--- src/rtl/edge_event_capture.sv ---
// Multi-channel synchronised edge detector with sticky flags, saturating event counter and irq.
// Optional per-channel debounce filter is enabled by defining EDGE_DEBOUNCE_EN.
module edge_event_capture #(
  parameter int unsigned WIDTH           = 8,
  parameter int unsigned SYNC_STAGES     = 2,
  parameter int unsigned DEBOUNCE_CYCLES = 16,
  parameter int unsigned CNT_W           = 16
) (
  input  logic             clk,
  input  logic             rst_n,
  input  logic [WIDTH-1:0] pin_in,
  input  logic [WIDTH-1:0] rise_en,
  input  logic [WIDTH-1:0] fall_en,
  input  logic [WIDTH-1:0] flag_clr,
  input  logic [WIDTH-1:0] irq_en,
  input  logic             cnt_clr,
  output logic [WIDTH-1:0] level_out,
  output logic [WIDTH-1:0] edge_pulse,
  output logic [WIDTH-1:0] event_flags,
  output logic [CNT_W-1:0] event_cnt,
  output logic             irq
);

  localparam int unsigned WarmW = $clog2(SYNC_STAGES + 2);
  localparam int unsigned SumW  = CNT_W + 6;
  localparam logic [CNT_W-1:0] CntMax = {CNT_W{1'b1}};

  if (WIDTH < 1 || WIDTH > 32) begin : g_bad_width
    $error("WIDTH out of range");
  end
  if (SYNC_STAGES < 2 || SYNC_STAGES > 4) begin : g_bad_sync
    $error("SYNC_STAGES out of range");
  end
  if (DEBOUNCE_CYCLES < 1 || DEBOUNCE_CYCLES > 65535) begin : g_bad_db
    $error("DEBOUNCE_CYCLES out of range");
  end

  logic [SYNC_STAGES-1:0][WIDTH-1:0] sync_q;
  logic [WIDTH-1:0] sync_out;
  logic [WIDTH-1:0] level_q, level_d;
  logic [WIDTH-1:0] pulse_q, pulse_d;
  logic [WIDTH-1:0] flags_q, flags_d;
  logic [CNT_W-1:0] cnt_q, cnt_d;
  logic [WarmW-1:0] warm_q, warm_d;
  logic             warm;
  logic [WIDTH-1:0] accept;
  logic [5:0]       pop;
  logic [SumW-1:0]  sum;

  assign sync_out = sync_q[SYNC_STAGES-1];
  assign warm     = (warm_q != '0);
  assign warm_d   = warm ? warm_q - WarmW'(1) : warm_q;

  always_ff @(posedge clk) begin
    if (!rst_n) begin
      sync_q <= '0;
    end else begin
      sync_q[0] <= pin_in;
      for (int i = 1; i < int'(SYNC_STAGES); i++) begin
        sync_q[i] <= sync_q[i-1];
      end
    end
  end

`ifdef EDGE_DEBOUNCE_EN
  localparam int unsigned DbW = $clog2(DEBOUNCE_CYCLES + 1);
  logic [WIDTH-1:0][DbW-1:0] db_q, db_d;

  // Counter holds the number of consecutive differing cycles already seen; the level moves on the
  // cycle after it reaches DEBOUNCE_CYCLES. Warm-up bypasses the filter.
  always_comb begin
    db_d   = '0;
    accept = '0;
    for (int i = 0; i < int'(WIDTH); i++) begin
      if (sync_out[i] != level_q[i]) begin
        if (warm || db_q[i] == DbW'(DEBOUNCE_CYCLES)) begin
          accept[i] = 1'b1;
        end else begin
          db_d[i] = db_q[i] + DbW'(1);
        end
      end
    end
  end

  always_ff @(posedge clk) begin
    if (!rst_n) begin
      db_q <= '0;
    end else begin
      db_q <= db_d;
    end
  end
`else
  assign accept = sync_out ^ level_q;
`endif

  always_comb begin
    level_d = level_q ^ accept;
    pulse_d = '0;
    if (!warm) begin
      pulse_d = accept & ((sync_out & rise_en) | (~sync_out & fall_en));
    end
  end

  always_comb begin
    pop = '0;
    for (int i = 0; i < int'(WIDTH); i++) begin
      pop = pop + 6'(pulse_q[i]);
    end
  end

  always_comb begin
    flags_d = flags_q;
    cnt_d   = cnt_q;
    sum     = '0;
    if (!warm) begin
      // Set beats clear when both hit the same bit.
      flags_d = (flags_q & ~flag_clr) | pulse_q;
      sum     = (cnt_clr ? SumW'(0) : SumW'(cnt_q)) + SumW'(pop);
      cnt_d   = (sum > SumW'(CntMax)) ? CntMax : sum[CNT_W-1:0];
    end
  end

  always_ff @(posedge clk) begin
    if (!rst_n) begin
      level_q <= '0;
      pulse_q <= '0;
      flags_q <= '0;
      cnt_q   <= '0;
      warm_q  <= WarmW'(SYNC_STAGES + 1);
    end else begin
      level_q <= level_d;
      pulse_q <= pulse_d;
      flags_q <= flags_d;
      cnt_q   <= cnt_d;
      warm_q  <= warm_d;
    end
  end

  assign level_out   = level_q;
  assign edge_pulse  = pulse_q;
  assign event_flags = flags_q;
  assign event_cnt   = cnt_q;
  assign irq         = |(flags_q & irq_en);

endmodule

--- config.mk ---
export PLATFORM = sky130hd
export DESIGN_NAME = edge_event_capture
export DESIGN_NICKNAME = d
export VERILOG_FILES = /design/src/rtl/edge_event_capture.sv
export SDC_FILE = /design/constraint.sdc
export NUM_CORES = 1
export LEC_CHECK = 0
export ABC_CLOCK_PERIOD_IN_PS = 4150
export CORE_MARGIN = 5
export CORE_UTILIZATION = 56
export DETAILED_ROUTE_END_ITERATION = 8
export DONT_BUFFER_PORTS = 1
export PLACE_DENSITY_LB_ADDON = 0.25
export REMOVE_ABC_BUFFERS = 1
export SYNTH_ARGS = -nofsm -noshare
export SYNTH_HDL_FRONTEND = slang
export SYNTH_SLANG_ARGS = --single-unit
--- constraint.sdc ---
create_clock -name clk -period 4.15 [get_ports clk]
set_input_delay 1.0375 -clock clk [delete_from_list [all_inputs] [get_ports clk]]
set_output_delay 1.0375 -clock clk [all_outputs]
set_load 0.02 [all_outputs]
==> impl_metrics.env, run 1 <==
export IMPL_worstSetupEndpoint="event_cnt[14]$_SDFFE_PN0N_"
export IMPL_clock_h_tree_levels=3
export IMPL_post_route_util=0.639
export IMPL_cts_root_buffer="clkbuf_8"
export IMPL_antenna_cells_inserted=0
export IMPL_clock_tree_from_tritoncts="built"
export IMPL_post_dp_cell_area_um2=2620
export IMPL_die_w_um=78.0
export IMPL_synth_area_mux_share=0.00774
export IMPL_slowest_delay_ns=0.58
export IMPL_finalClockSkew_ns=0.00444
export IMPL_cell_type_with_the_highest_occurrence_count_on_the_critical_path="fa_1"
export IMPL_synth_top_family_by_area="simple AND/OR/NAND/NOR gates"
export IMPL_synth_ff_latch_count=58
export IMPL_first_global_vias=1968
export IMPL_leakage_nw=1.14
export IMPL_first_iter_violations=200
export IMPL_max_slew_margin_rel=0.668
export IMPL_setup_tns_final_ns=0
export IMPL_worstPathCellList="fa_1 -> inv_1 -> fa_1 -> fa_1 -> fa_1 -> inv_1 -> fa_1 -> nand3_1 -> nand2_1 -> nand3_1 -> or4_1 -> and3_1"
export IMPL_cts_root_to_sink_buffers=2
export IMPL_run_status="completed"
export IMPL_synth_largest_area_cell="dfxtp_1"
export IMPL_peak_ir_drop_on_the_vdd_network_mv=0.326
export IMPL_detail_route_drc_violations=0
export IMPL_synth_compound_area_frac=0.188
export IMPL_timing_critical_path_to_type="flip-flop"
export IMPL_yosysTopAreaCellShare=0.449
export IMPL_gr_usage_all_layers=0.196
export IMPL_place_gp_congestion=0.792
export IMPL_worstSetupStartpointType="flip-flop"
export IMPL_tightestPinTransition_ns=0.497
export IMPL_r2r_cell_count=12
export IMPL_synth_adder_area_share=0.0725
export IMPL_reg2reg_slack_ns=0.40
export IMPL_total_cts_buffers=9
export IMPL_floorplan_die_height_um=78.0
export IMPL_final_min_period_over_clock_period=0.903
export IMPL_levels_on_crit_path=12
export IMPL_timing_critical_path_buf_inv=2
export IMPL_rsz0062_at_grt="no"
export IMPL_timing_final_hold_violations=0
export IMPL_path_class="flip-flop to flip-flop"
export IMPL_post_cts_buffers=0
export IMPL_synth_edf_count=0
export IMPL_number_of_detailed_route_iterations_in_the_first_pass=4
export IMPL_boundaryPins=84
export IMPL_avgViaCountPerCell=6.06
export IMPL_synth_top_cells_by_area="dfxtp_1 (45%), and2_1 (5.8%), nand3b_1 (5.2%)"
export IMPL_initial_antenna_violation_count=0
export IMPL_required_ns=4.37
export IMPL_worst_setup_sp="edge_pulse[0]$_SDFF_PP0_"
export IMPL_drv_cap=0
export IMPL_clock_latency_ns=0.33
export IMPL_report_final_slew_viol_count=0
export IMPL_ant_nets=0
export IMPL_cts_resized=0
export IMPL_yosys_warnings=0
export IMPL_synth_xor_area_share=0.00677
export IMPL_power_density_nw_per_um2=422
export IMPL_setup_ws_ns=0.403
export IMPL_synth_avg_cell_area_um2=9.31
export IMPL_placeableCoreArea_um2=4410
export IMPL_min_path_type="flip-flop to flip-flop"
export IMPL_yosysSeqAreaShare=0.449
export IMPL_numClockSinks=58
export IMPL_n_fill_cell=364
export IMPL_grt_remaining_overflow=0
export IMPL_area_taken_by_multi_input_logic_gates_um2=1310
export IMPL_mappedNetlistArea_um2=2590
export IMPL_wl_um=5730
export IMPL_cts_hold_buf=0
export IMPL_wp_data_arrival_ns=3.97
export IMPL_grt_start_max_net_pins=41
export IMPL_fin_area_um2=2820
export IMPL_path_delay_family="adder cells"
export IMPL_worstReg2RegEnd="event_cnt[14]$_SDFFE_PN0N_"
export IMPL_place_detailed_hpwl_um=4040
export IMPL_design_final_nets=333
export IMPL_std_cell_rows=24
export IMPL_area_growth_synth_to_final_pct=9.09
export IMPL_setup_viol=0
export IMPL_synth_simple_gate_area_frac=0.233
export IMPL_syn_instance_count=278
export IMPL_cts_clk_slew_worst_paths_ns=0.06
export IMPL_peak_freq_mhz=267
export IMPL_final_period_minus_worst_setup_slack_ns=3.75
export IMPL_timing_critical_path_fanout_max=3
export IMPL_power_total_mw=1.19
export IMPL_drive_gt1_frac=0.0851
export IMPL_grt_pass1_wl_um=9460
export IMPL_initial_utilization=0.586
export IMPL_postSynth_topFlopCell="dfxtp_1"
export IMPL_wirelength_per_cell_um=17.2
export IMPL_worstReg2RegStart="edge_pulse[0]$_SDFF_PP0_"
export IMPL_placement_io_buffers=0
export IMPL_crit_path_top_delay_cell="fa_1"
export IMPL_pre_cts_slack_ns=0.265
export IMPL_sequential_cell_area_um2=1160
export IMPL_distinct_cells_synth=47
export IMPL_synth_async_sr_flop_share=0
export IMPL_hold_path_startpoint="sync_q[2]$_SDFF_PN0_"
export IMPL_die_area_um2=6080
export IMPL_vias=2023
-- worst min-delay path by stage --
stage / slack [ns] / cells after the start / to
6_report: 0.43 / 1 / sync_out[2]$_SDFF_PN0_
5_1_grt: 0.45 / 1 / sync_out[5]$_SDFF_PN0_
4_1_cts: 0.44 / 1 / sync_out[0]$_SDFF_PN0_
3_5_place_dp: 0.42 / 1 / sync_out[6]$_SDFF_PN0_
3_3_place_gp: 0.41 / 1 / sync_out[7]$_SDFF_PN0_
2_1_floorplan: 0.41 / 1 / sync_out[0]$_SDFF_PN0_
-- logic make-up (layout without fill, tap and decap cells) --
group | count (synthesis) | in the layout
and+or+nand+nor | 105 | 105
AOI/OAI and AO/OA | 70 | 70
DFF | 58 | 58
buffers and inverters | 29 | 33
adders and majority gates | 12 | 12
xor gates and xnor gates | 2 | 2
muxes | 2 | 2
-- cell usage after synthesis (all sizes together), types with 2 or more instances --
cell and count:
and2 25, nand2b 3, nor3 2, nand4 3
mux2i 2, a21o 4, fa 5, nor2 18
o221ai 2, clkbuf 9, or4 2, nand3b 18
dfxtp 58, ha 7, a31oi 4, a311oi 2
and3 5, nand2 16, a41oi 3, nand3 5
buf 5, a22oi 12, inv 15, o211a 3
o21ai 12, nor2b 4, a21oi 18
-- power breakdown --
part           total (mW)  internal, mW  switching (mW)
combinational      0.0710        0.0300          0.0410
sequential          0.595         0.576          0.0193
clock               0.525         0.322           0.203
total                1.19         0.928           0.263
-- per-stage QoR --
| stage | hold slack (ns) | std cells |
|---|---|---|
| 6_report | 0.433 | 334 |
| 5_1_grt | 0.447 | 334 |
| 4_1_cts | 0.439 | 334 |
| 3_5_place_dp | 0.424 | 319 |
| 3_3_place_gp | 0.413 | 319 |
| 2_1_floorplan | 0.412 | 264 |
-- routing by layer --
metal / global-route usage / vias to the layer above / routed length, um
li1: - / 984 / -
met1: 0.245 / 961 / 2370
met4: 0.0625 / 0 / 121
met3: 0.0856 / 12 / 469
met5: 0 / - / 0
met2: 0.304 / 66 / 2770
-- cell usage in the layout (no fill, tap or decap), types with 3 or more instances in the layout --
master / count
nand2b_1: 3
fa_1: 5
o21ai_0: 12
a22oi_1: 12
nand2_1: 16
and3_1: 5
clkbuf_8: 12
inv_1: 14
a21oi_1: 18
dfxtp_1: 58
nor2_1: 18
a41oi_1: 3
buf_4: 3
nand4_1: 3
nor2b_1: 4
nand3b_1: 18
ha_1: 7
nand3_1: 5
a31oi_1: 4
a21o_1: 4
and2_1: 24
-- layout make-up --
type	instances	share of cell area
Inverter	15	0.0199
Tap cell	52	0.0230
Multi-Input combinational cell	191	0.465
Timing Repair Buffer	3	0.00798
Clock inverter	2	0.0124
Clock buffer	13	0.0598
Sequential cell	58	0.411
-- flip-flops by register name, indices dropped and copies added (netlist names) --
register	flops
sync_q	8
sync_out	8
event_flags	8
level_out	8
warm_q	2
event_cnt	16
edge_pulse	8
Power figures use the tool's default switching activity.
==> run 2: changes to the inputs <==
--- a/config.mk
+++ b/config.mk
@@ -6,5 +6,4 @@
 export NUM_CORES = 1
 export LEC_CHECK = 0
-export ABC_CLOCK_PERIOD_IN_PS = 4150
 export CORE_MARGIN = 5
 export CORE_UTILIZATION = 56
==> constraint.sdc (replaced) <==
create_clock -name clk -period 4.15 [get_ports clk]
set_input_delay 1.0375 -clock clk [delete_from_list [all_inputs] [get_ports clk]]
set_output_delay 1.0375 -clock clk [all_outputs]
set_load 0.05 [all_outputs]
==> impl_metrics.env, run 2 (synthesis results as in run 1) <==
export IMPL_n_fill_cell=370
export IMPL_number_of_detailed_route_iterations_in_the_first_pass=5
export IMPL_layout_commonest_cell="dfxtp_1"
export IMPL_path_class="flip-flop to flip-flop"
export IMPL_wirelength_per_cell_um=17.7
export IMPL_clock_h_tree_levels=3
export IMPL_first_global_vias=1952
export IMPL_cts_hold_buf=0
export IMPL_die_area_um2=6080
export IMPL_drv_cap=0
export IMPL_vias=2041
export IMPL_post_cts_buffers=0
export IMPL_power_density_nw_per_um2=433
export IMPL_wp_data_arrival_ns=3.93
export IMPL_ant_nets=0
export IMPL_gr_usage_all_layers=0.199
export IMPL_numPlacedInstances=322
export IMPL_finalClockSkew_ns=0.00957
export IMPL_grt_start_max_net_pins=41
export IMPL_design_final_nets=336
export IMPL_required_ns=4.38
export IMPL_cts_root_buffer="clkbuf_8"
export IMPL_place_detailed_hpwl_um=4080
export IMPL_peak_freq_mhz=270
export IMPL_final_cells=338
export IMPL_clock_tree_from_tritoncts="built"
export IMPL_clock_latency_ns=0.33
export IMPL_first_iter_violations=171
export IMPL_final_period_minus_worst_setup_slack_ns=3.70
export IMPL_max_slew_margin_rel=0.456
export IMPL_report_final_slew_viol_count=0
export IMPL_initial_utilization=0.586
export IMPL_wl_um=5970
export IMPL_place_gp_congestion=0.798
export IMPL_cts_clk_slew_worst_paths_ns=0.07
export IMPL_largest_register_ff_count=16
export IMPL_boundaryPins=84
export IMPL_min_path_type="flip-flop to flip-flop"
export IMPL_tightestPinTransition_ns=0.815
export IMPL_grt_remaining_overflow=0
export IMPL_power_total_mw=1.24
export IMPL_cts_resized=0
export IMPL_leakage_nw=1.16
export IMPL_cts_root_to_sink_buffers=2
export IMPL_initial_antenna_violation_count=0
export IMPL_timing_critical_path_to_type="flip-flop"
export IMPL_timing_final_hold_violations=0
export IMPL_detail_route_drc_violations=0
export IMPL_run_status="completed"
export IMPL_grt_pass1_wl_um=9580
export IMPL_timing_critical_path_fanout_max=3
export IMPL_avgViaCountPerCell=6.04
export IMPL_total_cts_buffers=9
export IMPL_floorplan_die_height_um=78.0
export IMPL_worstSetupStartpointType="flip-flop"
export IMPL_std_cell_rows=24
export IMPL_placeableCoreArea_um2=4410
export IMPL_setup_tns_final_ns=0
export IMPL_post_route_util=0.647
export IMPL_die_w_um=78.0
export IMPL_final_min_period_over_clock_period=0.892
export IMPL_area_growth_synth_to_final_pct=10.3
export IMPL_numClockSinks=58
export IMPL_rsz0062_at_grt="no"
export IMPL_mostFrequentLayoutCells="dfxtp_1 (58), and2_1 (24), nand3b_1 (18), a21oi_1 (18), nor2_1 (18)"
export IMPL_drive_gt1_frac=0.101
export IMPL_placement_io_buffers=0
export IMPL_setup_viol=0
export IMPL_peak_ir_drop_on_the_vdd_network_mv=0.324
export IMPL_antenna_cells_inserted=0
==> run 2: cell types whose count changed in the layout (fill, tap and decap cells not counted), sizes merged <==
cell,previous run,this run
buf,3,6
clkbuf,13,12
clkinv,1,3
==> run 2: per-layer routing <==
| layer | part of all wire | global-route usage | routed length, um |
|---|---|---|---|
| met5 | 0 | 0 | 0 |
| met4 | 0.021 | 0.110 | 125 |
| met3 | 0.076 | 0.0660 | 456 |
| met2 | 0.48 | 0.301 | 2870 |
| met1 | 0.42 | 0.249 | 2510 |
==> run 2: worst max-delay path: stages (launching register included) <==
cell     delay [ns]
dfxtp_1        0.33
fa_1           0.53
inv_1          0.05
fa_1           0.53
fa_1           0.43
fa_1           0.39
inv_1          0.08
fa_1           0.22
nand3_1        0.12
nand2_1        0.10
nand3_1        0.14
or4_1          0.50
and3_1         0.17
==> run 2: cell type report <==
type                            count  area (um2)  area share
Multi-Input combinational cell    191        1310       0.460
Sequential cell                    58        1160       0.407
Clock buffer                       12         165      0.0578
Tap cell                           52        65.1      0.0228
Inverter                           15        56.3      0.0197
Clock inverter                      4        48.8      0.0171
Timing Repair Buffer                6        45.0      0.0158
==> run 2: where the power goes <==
part	internal, mW	leakage (nW)	switching, mW	total (mW)
combinational	0.0319	0.577	0.0475	0.0795
clock	0.325	0.112	0.225	0.551
sequential	0.576	0.472	0.0304	0.606
total	0.933	1.16	0.303	1.24
==> run 2: path summary, 6_finish.rpt <==
check	start	end	slack (ns)	cells past startpoint
max	edge_pulse[0]$_SDFF_PP0_	event_cnt[14]$_SDFFE_PN0N_	0.45	12
min	sync_q[7]$_SDFF_PN0_	sync_out[7]$_SDFF_PN0_	0.43	1
max reg2reg	edge_pulse[0]$_SDFF_PP0_	event_cnt[14]$_SDFFE_PN0N_	0.45	12
min reg2reg	sync_q[7]$_SDFF_PN0_	sync_out[7]$_SDFF_PN0_	0.43	1
==> run 2: stage by stage <==
step / setup slack (ns) / instance area, um2 / hold slack, ns
after detailed placement: 0.223 / 2640 / 0.423
after CTS: 0.445 / 2860 / 0.437
after floorplan: 0.384 / 2530 / 0.412
final: 0.450 / 2860 / 0.433
after global routing: 0.256 / 2860 / 0.449
after global placement: 0.323 / 2640 / 0.413
